<file path="src/rtl/seq_detect_pkg.sv">
// -----------------------------------------------------------------------------
// seq_detect_pkg
//   Shared definitions for the configurable serial sequence detector family:
//     - fill_state_e : fill-tracking state (IDLE / FILL / ARMED)
//     - len_width()  : width needed to hold a pattern length 0..max_w
//     - sat_inc()    : saturating increment for counters up to 64 bits wide
// -----------------------------------------------------------------------------
package seq_detect_pkg;

    typedef enum logic [1:0] {
        IDLE  = 2'd0,   // effective length is zero, detection disabled
        FILL  = 2'd1,   // collecting fresh beats, fill < L
        ARMED = 2'd2    // window is full, fill == L
    } fill_state_e;

    // Bits needed to represent every length from 0 to max_w inclusive.
    function automatic int len_width(input int max_w);
        return $clog2(max_w + 1);
    endfunction

    // Increment val, sticking at the all-ones value of a width-bit counter.
    function automatic logic [63:0] sat_inc(input logic [63:0] val, input int width);
        logic [63:0] top;
        top = (width >= 64) ? {64{1'b1}} : ((64'd1 << width) - 64'd1);
        return (val >= top) ? top : (val + 64'd1);
    endfunction

endpackage

</file>
<file path="src/rtl/seq_window_cmp.sv">
// -----------------------------------------------------------------------------
// seq_window_cmp
//   Combinational masked compare of a received-bit window against a pattern.
//   Only positions below len take part; among those, positions whose mask bit
//   is 0 are don't-care. A zero length never hits.
//
//   Ports:
//     window  in  MAX_WIDTH  received bits, bit 0 = most recent
//     seq     in  MAX_WIDTH  pattern, right-aligned
//     mask    in  MAX_WIDTH  1 = compare this position, 0 = don't care
//     len     in  LEN_W      effective pattern length (already clamped)
//     hit     out 1          window matches pattern
// -----------------------------------------------------------------------------
module seq_window_cmp
    import seq_detect_pkg::*;
#(
    parameter int MAX_WIDTH = 8
) (
    input  logic [MAX_WIDTH-1:0]              window,
    input  logic [MAX_WIDTH-1:0]              seq,
    input  logic [MAX_WIDTH-1:0]              mask,
    input  logic [$clog2(MAX_WIDTH+1)-1:0]    len,
    output logic                              hit
);

    logic mismatch;

    always_comb begin
        mismatch = 1'b0;
        for (int i = 0; i < MAX_WIDTH; i++) begin
            if ((i < int'(len)) && mask[i] && (window[i] != seq[i])) begin
                mismatch = 1'b1;
            end
        end
        hit = (len != '0) && !mismatch;
    end

endmodule

</file>
<file path="src/rtl/seq_detect_cfg.sv">
// -----------------------------------------------------------------------------
// seq_detect_cfg
//   Runtime-programmable serial sequence detector. Bits are shifted in on
//   qualified beats; once L fresh beats have been seen the window is compared
//   (masked) against the programmed pattern and a registered one-cycle match
//   pulse is produced. Overlapping or non-overlapping search is selectable, and
//   a saturating counter tallies matches.
//
//   Ports:
//     clk          in   1          rising-edge clock
//     rst          in   1          synchronous active-high reset (all state)
//     in_valid     in   1          in_bit is a valid beat this cycle
//     in_bit       in   1          serial data, MSB of pattern first
//     cfg_update   in   1          pulse: latch all cfg_* inputs
//     cfg_seq      in   MAX_WIDTH  pattern, right-aligned (bit 0 = last bit)
//     cfg_mask     in   MAX_WIDTH  1 = compare, 0 = don't care
//     cfg_len      in   LEN_W      pattern length (values > MAX_WIDTH clamp)
//     cfg_overlap  in   1          1 = overlapping, 0 = non-overlapping
//     clr_cnt      in   1          synchronous clear of match_cnt
//     match        out  1          registered one-cycle match pulse
//     match_cnt    out  CNT_WIDTH  saturating match count
//     armed        out  1          window full, a match is possible next beat
// -----------------------------------------------------------------------------
module seq_detect_cfg
    import seq_detect_pkg::*;
#(
    parameter int                  MAX_WIDTH   = 8,
    parameter int                  DEF_LEN     = 5,
    parameter logic [MAX_WIDTH-1:0] DEF_SEQ    = 8'b0001_0010,
    parameter bit                  DEF_OVERLAP = 1'b1,
    parameter int                  CNT_WIDTH   = 16
) (
    input  logic                              clk,
    input  logic                              rst,
    input  logic                              in_valid,
    input  logic                              in_bit,
    input  logic                              cfg_update,
    input  logic [MAX_WIDTH-1:0]              cfg_seq,
    input  logic [MAX_WIDTH-1:0]              cfg_mask,
    input  logic [$clog2(MAX_WIDTH+1)-1:0]    cfg_len,
    input  logic                              cfg_overlap,
    input  logic                              clr_cnt,
    output logic                              match,
    output logic [CNT_WIDTH-1:0]              match_cnt,
    output logic                              armed
);

    localparam int               LEN_W   = len_width(MAX_WIDTH);
    localparam logic [LEN_W-1:0] MAX_LEN = LEN_W'(MAX_WIDTH);

    // Lengths above MAX_WIDTH behave as MAX_WIDTH.
    function automatic logic [LEN_W-1:0] eff_len(input logic [LEN_W-1:0] len);
        return (len > MAX_LEN) ? MAX_LEN : len;
    endfunction

    // ---------------------------------------------------------------------
    // Registers
    // ---------------------------------------------------------------------
    logic [MAX_WIDTH-1:0] shift_q,     shift_d;
    logic [LEN_W-1:0]     fill_q,      fill_d;
    fill_state_e          state_q,     state_d;
    logic                 match_q,     match_d;
    logic [CNT_WIDTH-1:0] match_cnt_q, match_cnt_d;
    logic [MAX_WIDTH-1:0] seq_q,       seq_d;
    logic [MAX_WIDTH-1:0] mask_q,      mask_d;
    logic [LEN_W-1:0]     len_q,       len_d;
    logic                 overlap_q,   overlap_d;

    logic [LEN_W-1:0]     len_eff;
    logic [LEN_W-1:0]     fill_inc;
    logic [MAX_WIDTH-1:0] shift_next;
    logic                 beat;
    logic                 hit;

    assign len_eff    = eff_len(len_q);
    // A beat arriving together with cfg_update is dropped.
    assign beat       = in_valid && !cfg_update;
    // Window as it would look after accepting in_bit; the compare looks ahead
    // so the match can be registered on the completing edge.
    assign shift_next = {shift_q[MAX_WIDTH-2:0], in_bit};

    seq_window_cmp #(
        .MAX_WIDTH (MAX_WIDTH)
    ) u_cmp (
        .window (shift_next),
        .seq    (seq_q),
        .mask   (mask_q),
        .len    (len_eff),
        .hit    (hit)
    );

    // ---------------------------------------------------------------------
    // Shift register and configuration next-state
    // ---------------------------------------------------------------------
    always_comb begin
        shift_d   = shift_q;
        seq_d     = seq_q;
        mask_d    = mask_q;
        len_d     = len_q;
        overlap_d = overlap_q;
        if (cfg_update) begin
            seq_d     = cfg_seq;
            mask_d    = cfg_mask;
            len_d     = cfg_len;
            overlap_d = cfg_overlap;
        end else if (in_valid) begin
            shift_d = shift_next;
        end
    end

    // ---------------------------------------------------------------------
    // Fill FSM: next state, fill count and match decision
    // ---------------------------------------------------------------------
    always_comb begin
        state_d  = state_q;
        fill_d   = fill_q;
        fill_inc = fill_q;
        match_d  = 1'b0;

        // Fill after accepting one more beat, saturating at L.
        case (state_q)
            FILL:    fill_inc = fill_q + 1'b1;
            ARMED:   fill_inc = len_eff;
            default: fill_inc = fill_q;
        endcase

        if (cfg_update) begin
            fill_d  = '0;
            state_d = (eff_len(cfg_len) == '0) ? IDLE : FILL;
        end else if (beat && (state_q != IDLE)) begin
            match_d = hit && (fill_inc == len_eff);
            if (match_d && !overlap_q) begin
                // Non-overlapping: the next match needs L fresh beats.
                fill_d  = '0;
                state_d = FILL;
            end else begin
                fill_d  = fill_inc;
                state_d = (fill_inc == len_eff) ? ARMED : FILL;
            end
        end
    end

    // ---------------------------------------------------------------------
    // Match counter
    // ---------------------------------------------------------------------
    always_comb begin
        match_cnt_d = match_cnt_q;
        if (clr_cnt) begin
            // A match landing on the clear still counts.
            match_cnt_d = match_d ? CNT_WIDTH'(1) : '0;
        end else if (match_d) begin
            match_cnt_d = CNT_WIDTH'(sat_inc(64'(match_cnt_q), CNT_WIDTH));
        end
    end

    // ---------------------------------------------------------------------
    // State register
    // ---------------------------------------------------------------------
    always_ff @(posedge clk) begin
        if (rst) begin
            state_q <= FILL;
        end else begin
            state_q <= state_d;
        end
    end

    // ---------------------------------------------------------------------
    // Datapath / config / counter registers
    // ---------------------------------------------------------------------
    always_ff @(posedge clk) begin
        if (rst) begin
            shift_q     <= '0;
            fill_q      <= '0;
            match_q     <= 1'b0;
            match_cnt_q <= '0;
            seq_q       <= DEF_SEQ;
            mask_q      <= '1;
            len_q       <= LEN_W'(DEF_LEN);
            overlap_q   <= DEF_OVERLAP;
        end else begin
            shift_q     <= shift_d;
            fill_q      <= fill_d;
            match_q     <= match_d;
            match_cnt_q <= match_cnt_d;
            seq_q       <= seq_d;
            mask_q      <= mask_d;
            len_q       <= len_d;
            overlap_q   <= overlap_d;
        end
    end

    assign match     = match_q;
    assign match_cnt = match_cnt_q;
    assign armed     = (state_q == ARMED);

endmodule

</file>
<file path="config.mk">
export PLATFORM = sky130hd
export DESIGN_NAME = seq_detect_cfg
export DESIGN_NICKNAME = d
export VERILOG_FILES = /design/src/rtl/seq_detect_pkg.sv /design/src/rtl/seq_window_cmp.sv /design/src/rtl/seq_detect_cfg.sv
export SDC_FILE = /design/constraint.sdc
export NUM_CORES = 1
export LEC_CHECK = 0
export CAP_MARGIN = 20
export CORE_MARGIN = 4
export CORE_UTILIZATION = 23
export CTS_BUF_LIST = sky130_fd_sc_hd__clkbuf_16
export CTS_CLUSTER_SIZE = 28
export DETAILED_ROUTE_END_ITERATION = 10
export PLACE_DENSITY_LB_ADDON = 0.3
export RECOVER_POWER = 25
export SKIP_CTS_REPAIR_TIMING = 1
export SLEW_MARGIN = 10
export SYNTH_ARGS = -nofsm -noshare
export SYNTH_HDL_FRONTEND = slang
export SYNTH_SLANG_ARGS = --single-unit
</file>
<file path="constraint.sdc">
create_clock -name clk -period 4.1 [get_ports clk]
set_input_delay 0.82 -clock clk [delete_from_list [all_inputs] [get_ports clk]]
set_output_delay 0.82 -clock clk [all_outputs]
set_load 0.01 [all_outputs]
</file>
==> flow_summary.toml, run 1 <==
[final_layout]
diodes = 0
syn_to_final_growth_pct = 24.8
final_nets = 384
drive_gt1_frac = 0.0878
final_cell_mix = "51 x dfxtp_1, 49 x nand2_1, 34 x clkdlybuf4s50_1, 20 x mux2i_1"
final_common_cell = "dfxtp_1"

[drt]
ant_nets = 0
wl_per_cell_um = 14.7
drc = 0
drtIter0Drc = 131
via_count = 2414
viasPerCell = 4.87
first_pass_iters = 4
postRouteWirelength_um = 7290

[synth]
ys.flop_type = "dfxtp_1"
synth_edf_count = 0
syn_avg_cell_area_um2 = 8.66
synth-async-reset-ratio = 0
synth_seq_area_share = 0.369
syn-cell-area_mm2 = 0.00276
synth_seq_cells = 51
synth_nets = 351
ys_types = 63
syn_inst = 319
synth_warnings = 0

[floorplan]
dieArea_mm2 = 0.0138
pin_count = 45
rows = 39
start_util = 0.238
chipHeight_um = 118
die_w_um = 118
core_area_mm2 = 0.0116

[sta]
max_freq_ghz = 0.366
finalWorstSetupSlack_ns = 1.36
relSlewSlack = 0.512
period_share = 0.667
rsz0062_at_grt = "no"
layout_min_cycle_time_ns = 2.74
finClkSkew_ns = 0.00813
finalSetupViolations = 0
final-hold-violation-count = 0
tns_ns = 0
max_slew.worst_pin.slew_ns = 0.730
drv_slew = 0
whs_ns = 0.467

[global_route]
overflow = 0
antenna_found_initial = 0
track_usage = 0.106
grt_max_degree = 28
grt_pass1_wl_um = 12300
grt_pass1_vias = 2396

[setup_path]
critPathMaxFanout = 16
endpoint_kind = "flop"
critical_path_class = "in2reg"
cp_data_required_time_ns = 4.25
setup.worst_path.start_class = "input pin"
worstPathArrival_ns = 2.88

[power]
power_leakage_nw = 1.31
p_per_area_mw_per_mm2 = 317
ir_drop_mv = 0.162

[clock_tree]
clock-root-buffer = "clkbuf_16"
htree_levels = 2
cts_tree = "built"
clkTransAtPathRegs_ns = 0.08
cts_sinks = 51
cts_buffer_depth = 2
clock_latency_ns = 0.29
cts_buffers = 5

[placed_design]
dpl_worst_slack_ns = 1.05
hpwl_um = 5220
place.gp.congestion = 0.834
numPortBuffers = 44

[hold_path]
hold_path.class = "reg2reg"

[outcome]
run_status = "finished clean"

[run]
cap_violations = 0
cells by family after synthesis:
kind of cell | count (synthesis) | share of synthesized area
buf+inv | 27 | 0.0453
fa+ha+maj | 5 | 0.0226
mux | 20 | 0.0724
simple gates | 123 | 0.244
xor+xnor | 9 | 0.0285
flops | 51 | 0.369
compound gates | 84 | 0.218
cell usage after synthesis, types with 4 or more instances:
cell / instances / area, µm²
and3_2: 4 / 30.0
and3_1: 4 / 25.0
a211oi_1: 9 / 67.6
clkbuf_1: 10 / 37.5
nor2_1: 19 / 71.3
dfxtp_1: 51 / 1020
nand2b_1: 4 / 25.0
o21ai_0: 4 / 20.0
nand3_1: 8 / 40.0
a311oi_1: 4 / 35.0
xor2_1: 8 / 70.1
mux2i_1: 20 / 200
a22oi_1: 4 / 30.0
nand2_1: 49 / 184
inv_1: 7 / 26.3
nor2b_1: 6 / 37.5
a21oi_1: 19 / 95.1
buf_2: 4 / 20.0
a31oi_1: 13 / 81.3
ha_1: 5 / 62.6
flip-flops by register name (all words and copies together), names as in the netlist:
name / cells
match: 1
fill_q: 4
len_q: 4
state_q: 2
shift_q: 7
mask_q: 8
overlap_q: 1
seq_q: 8
match_cnt: 16
per-layer routing:
layer	GRT usage	part of all wire
met5	0	0
met1	0.143	0.48
met2	0.173	0.47
met4	0.0308	0.0082
met3	0.0187	0.039
final timing paths:
check	from	end	slack [ns]	cells past startpoint
hold reg to reg	shift_q[6]	shift_q[6]	0.47	2
setup reg to reg	state_q[0]	match_cnt[5]	1.50	9
hold / removal	shift_q[6]	shift_q[6]	0.47	2
setup / recovery	in_bit	match_cnt[5]	1.36	8
through the flow:
| step | cell area (µm²) | instances | utilization | total power, mW |
|---|---|---|---|---|
| final | 3450 | 496 | 0.297 | 1.09 |
| after CTS | 3450 | 496 | 0.297 | 1.11 |
| after global placement | 3300 | 488 | 0.284 | 0.672 |
| after floorplan | 2760 | 319 | - | 0.623 |
| after global routing | 3450 | 496 | 0.297 | 1.14 |
| after detailed placement | 3300 | 488 | 0.284 | 0.673 |
report_power, final:
part           switching, mW  internal, mW  total (mW)
Sequential            0.0150         0.509       0.524
Combinational         0.0724        0.0633       0.136
Clock                  0.201         0.233       0.434
critical path, stage by stage:
cell	delay (ns)
clkdlybuf4s50_1	0.45
xor2_1	0.17
a21oi_1	0.19
o2111ai_1	0.13
or2_4	0.30
or2_1	0.26
nor2_4	0.38
a311oi_1	0.17
layout make-up:
type	instances	area, µm²
well taps	143	179
inverters	8	30.0
multi-input cells	241	1620
clock buffers	5	125
clock inverters	3	27.5
fillers	1235	8170
flip-flops and latches	51	1020
repair buffers	45	448
No activity file was read; power rests on OpenSTA's default activity.
==> inputs of run 2 (changes only) <==
==> constraint.sdc (replaced) <==
create_clock -name clk -period 2.75 [get_ports clk]
set_input_delay 0.55 -clock clk [delete_from_list [all_inputs] [get_ports clk]]
set_output_delay 0.55 -clock clk [all_outputs]
set_load 0.01 [all_outputs]
==> run 2 against run 1 <==
Effect of this change:
- combinational power increased by 51%
- routed wire length decreased by 0.91%
- first-iteration DRC count decreased by 18%
- final area increased by 1.2%
- critical path type is now reg2reg
- critical endpoint unchanged
- largest cell class unchanged
==> flow_summary.toml, run 2 (synthesis results as in run 1) <==
[clock_tree]
cts_buffers = 5
clock-root-buffer = "clkbuf_16"
htree_levels = 2
cts_buffer_depth = 2
clkTransAtPathRegs_ns = 0.07
clock_latency_ns = 0.29
cts_sinks = 51
cts_tree = "built"

[final_layout]
layoutNonFillerInstCount = 501
final_nets = 389
final_common_cell = "dfxtp_1"
final_core_util = 0.301
nFillCells = 1252
fin_area_mm2 = 0.00349
drive_gt1_frac = 0.0950
final_cell_mix = "51 x dfxtp_1, 49 x nand2_1, 43 x clkdlybuf4s50_1, 20 x mux2i_1"
syn_to_final_growth_pct = 26.3
diodes = 0
largest_reg_flops = 16

[power]
power_leakage_nw = 1.29
p_comb_frac = 0.126
p_per_area_mw_per_mm2 = 467
p_switching_mw = 0.426
p_seq_frac = 0.480
p_clk_frac = 0.394
ir_drop_mv = 0.214
p_int_mw = 1.20
switching_share = 0.261

[setup_path]
cp_data_required_time_ns = 2.95
critPathMaxFanout = 16
endpoint_kind = "flop"
worstPathArrival_ns = 2.70
worst-r2r-cell-count = 9
startpoint = "state_q[0]"
r2r-end = "match_cnt[5]"
critical_path_class = "reg2reg"
worst-r2r-setup-slack_ns = 0.25
setup.worst_path.start_class = "flop"
r2r-start = "state_q[0]"

[sta]
drv_slew = 0
period_share = 0.909
whs_ns = 0.468
max_slew.worst_pin.slew_ns = 1.08
rsz0062_at_grt = "no"
layout_min_cycle_time_ns = 2.50
finalSetupViolations = 0
max_freq_ghz = 0.400
final-hold-violation-count = 0
relSlewSlack = 0.281
tns_ns = 0
finClkSkew_ns = 0.00783

[global_route]
overflow = 0
track_usage = 0.102
antenna_found_initial = 0
grt_pass1_wl_um = 11900
grt_max_degree = 19
grt_pass1_vias = 2387

[outcome]
run_status = "finished clean"

[floorplan]
start_util = 0.238
pin_count = 45
chipHeight_um = 118
core_area_mm2 = 0.0116
dieArea_mm2 = 0.0138
rows = 39
die_w_um = 118

[hold_path]
holdPathStages = 2
worstHoldEndpoint = "shift_q[6]"
worstHoldStart = "shift_q[6]"
hold_path.class = "reg2reg"

[placed_design]
numPortBuffers = 44
dp.cells = 493
place.gp.congestion = 0.836
dpl-instance-area_mm2 = 0.00335
hpwl_um = 5390

[run]
cap_violations = 0

[drt]
wl_per_cell_um = 14.4
first_pass_iters = 5
viasPerCell = 4.91
ant_nets = 0
drc = 0
via_count = 2460
drtIter0Drc = 107
postRouteWirelength_um = 7220
-- run 2: cell types whose count changed in the layout (fill, tap and decap cells not counted) --
cell	change
buf_12	+1
clkbuf_1	+2
dlygate4sd3_1	-9
clkdlybuf4s50_1	+9
buf_4	+2
-- run 2: cell type report --
class                      instances  area, µm²  share of cell area
sequential                        51       1020               0.292
clock buffer                       5        125              0.0358
timing repair buffer              50        490               0.141
tap                              143        179              0.0513
inverter                           8       30.0             0.00860
multi-input combinational        241       1620               0.463
clock inverter                     3       27.5             0.00789
-- run 2: worst max-delay path, stage by stage (launching register included) --
cell and delay [ns]:
dfxtp_1 0.36, inv_1 0.07, ha_1 0.48, inv_1 0.18, a21o_1 0.21, a21oi_1 0.17
a21boi_2 0.25, o211a_4 0.32, a31oi_1 0.12, a311oi_1 0.25
-- run 2: metal layers --
metal,GRT usage,vias up,part of all wire
li1,-,1236,-
met1,0.134,1176,0.48
met4,0.0264,0,0.0076
met5,0,-,0
met3,0.0183,2,0.033
met2,0.173,46,0.48
-- run 2: how the worst max path moves through the flow --
stage                          to  slack [ns]
floorplan           match_cnt[13]        0.53
global placement     match_cnt[1]        0.18
detailed placement   match_cnt[1]        0.19
CTS                  match_cnt[1]        0.27
global route         match_cnt[1]        0.05
finish               match_cnt[5]        0.25
-- run 2: power by group through the flow --
stage | Combinational, mW | Sequential (mW) | Clock [mW]
final | 0.206 | 0.782 | 0.642
after global routing | 0.227 | 0.785 | 0.686
after CTS | 0.210 | 0.782 | 0.661
after detailed placement | 0.208 | 0.799 | 0
after global placement | 0.206 | 0.799 | 0
after floorplan | 0.140 | 0.789 | 0
-- run 2: metrics by stage --
stage                     worst slack (ns)  power [mW]
after floorplan                      0.529       0.929
after global placement               0.180        1.00
after detailed placement             0.195        1.01
after CTS                            0.272        1.65
after global routing                0.0462        1.70
final                                0.251        1.63
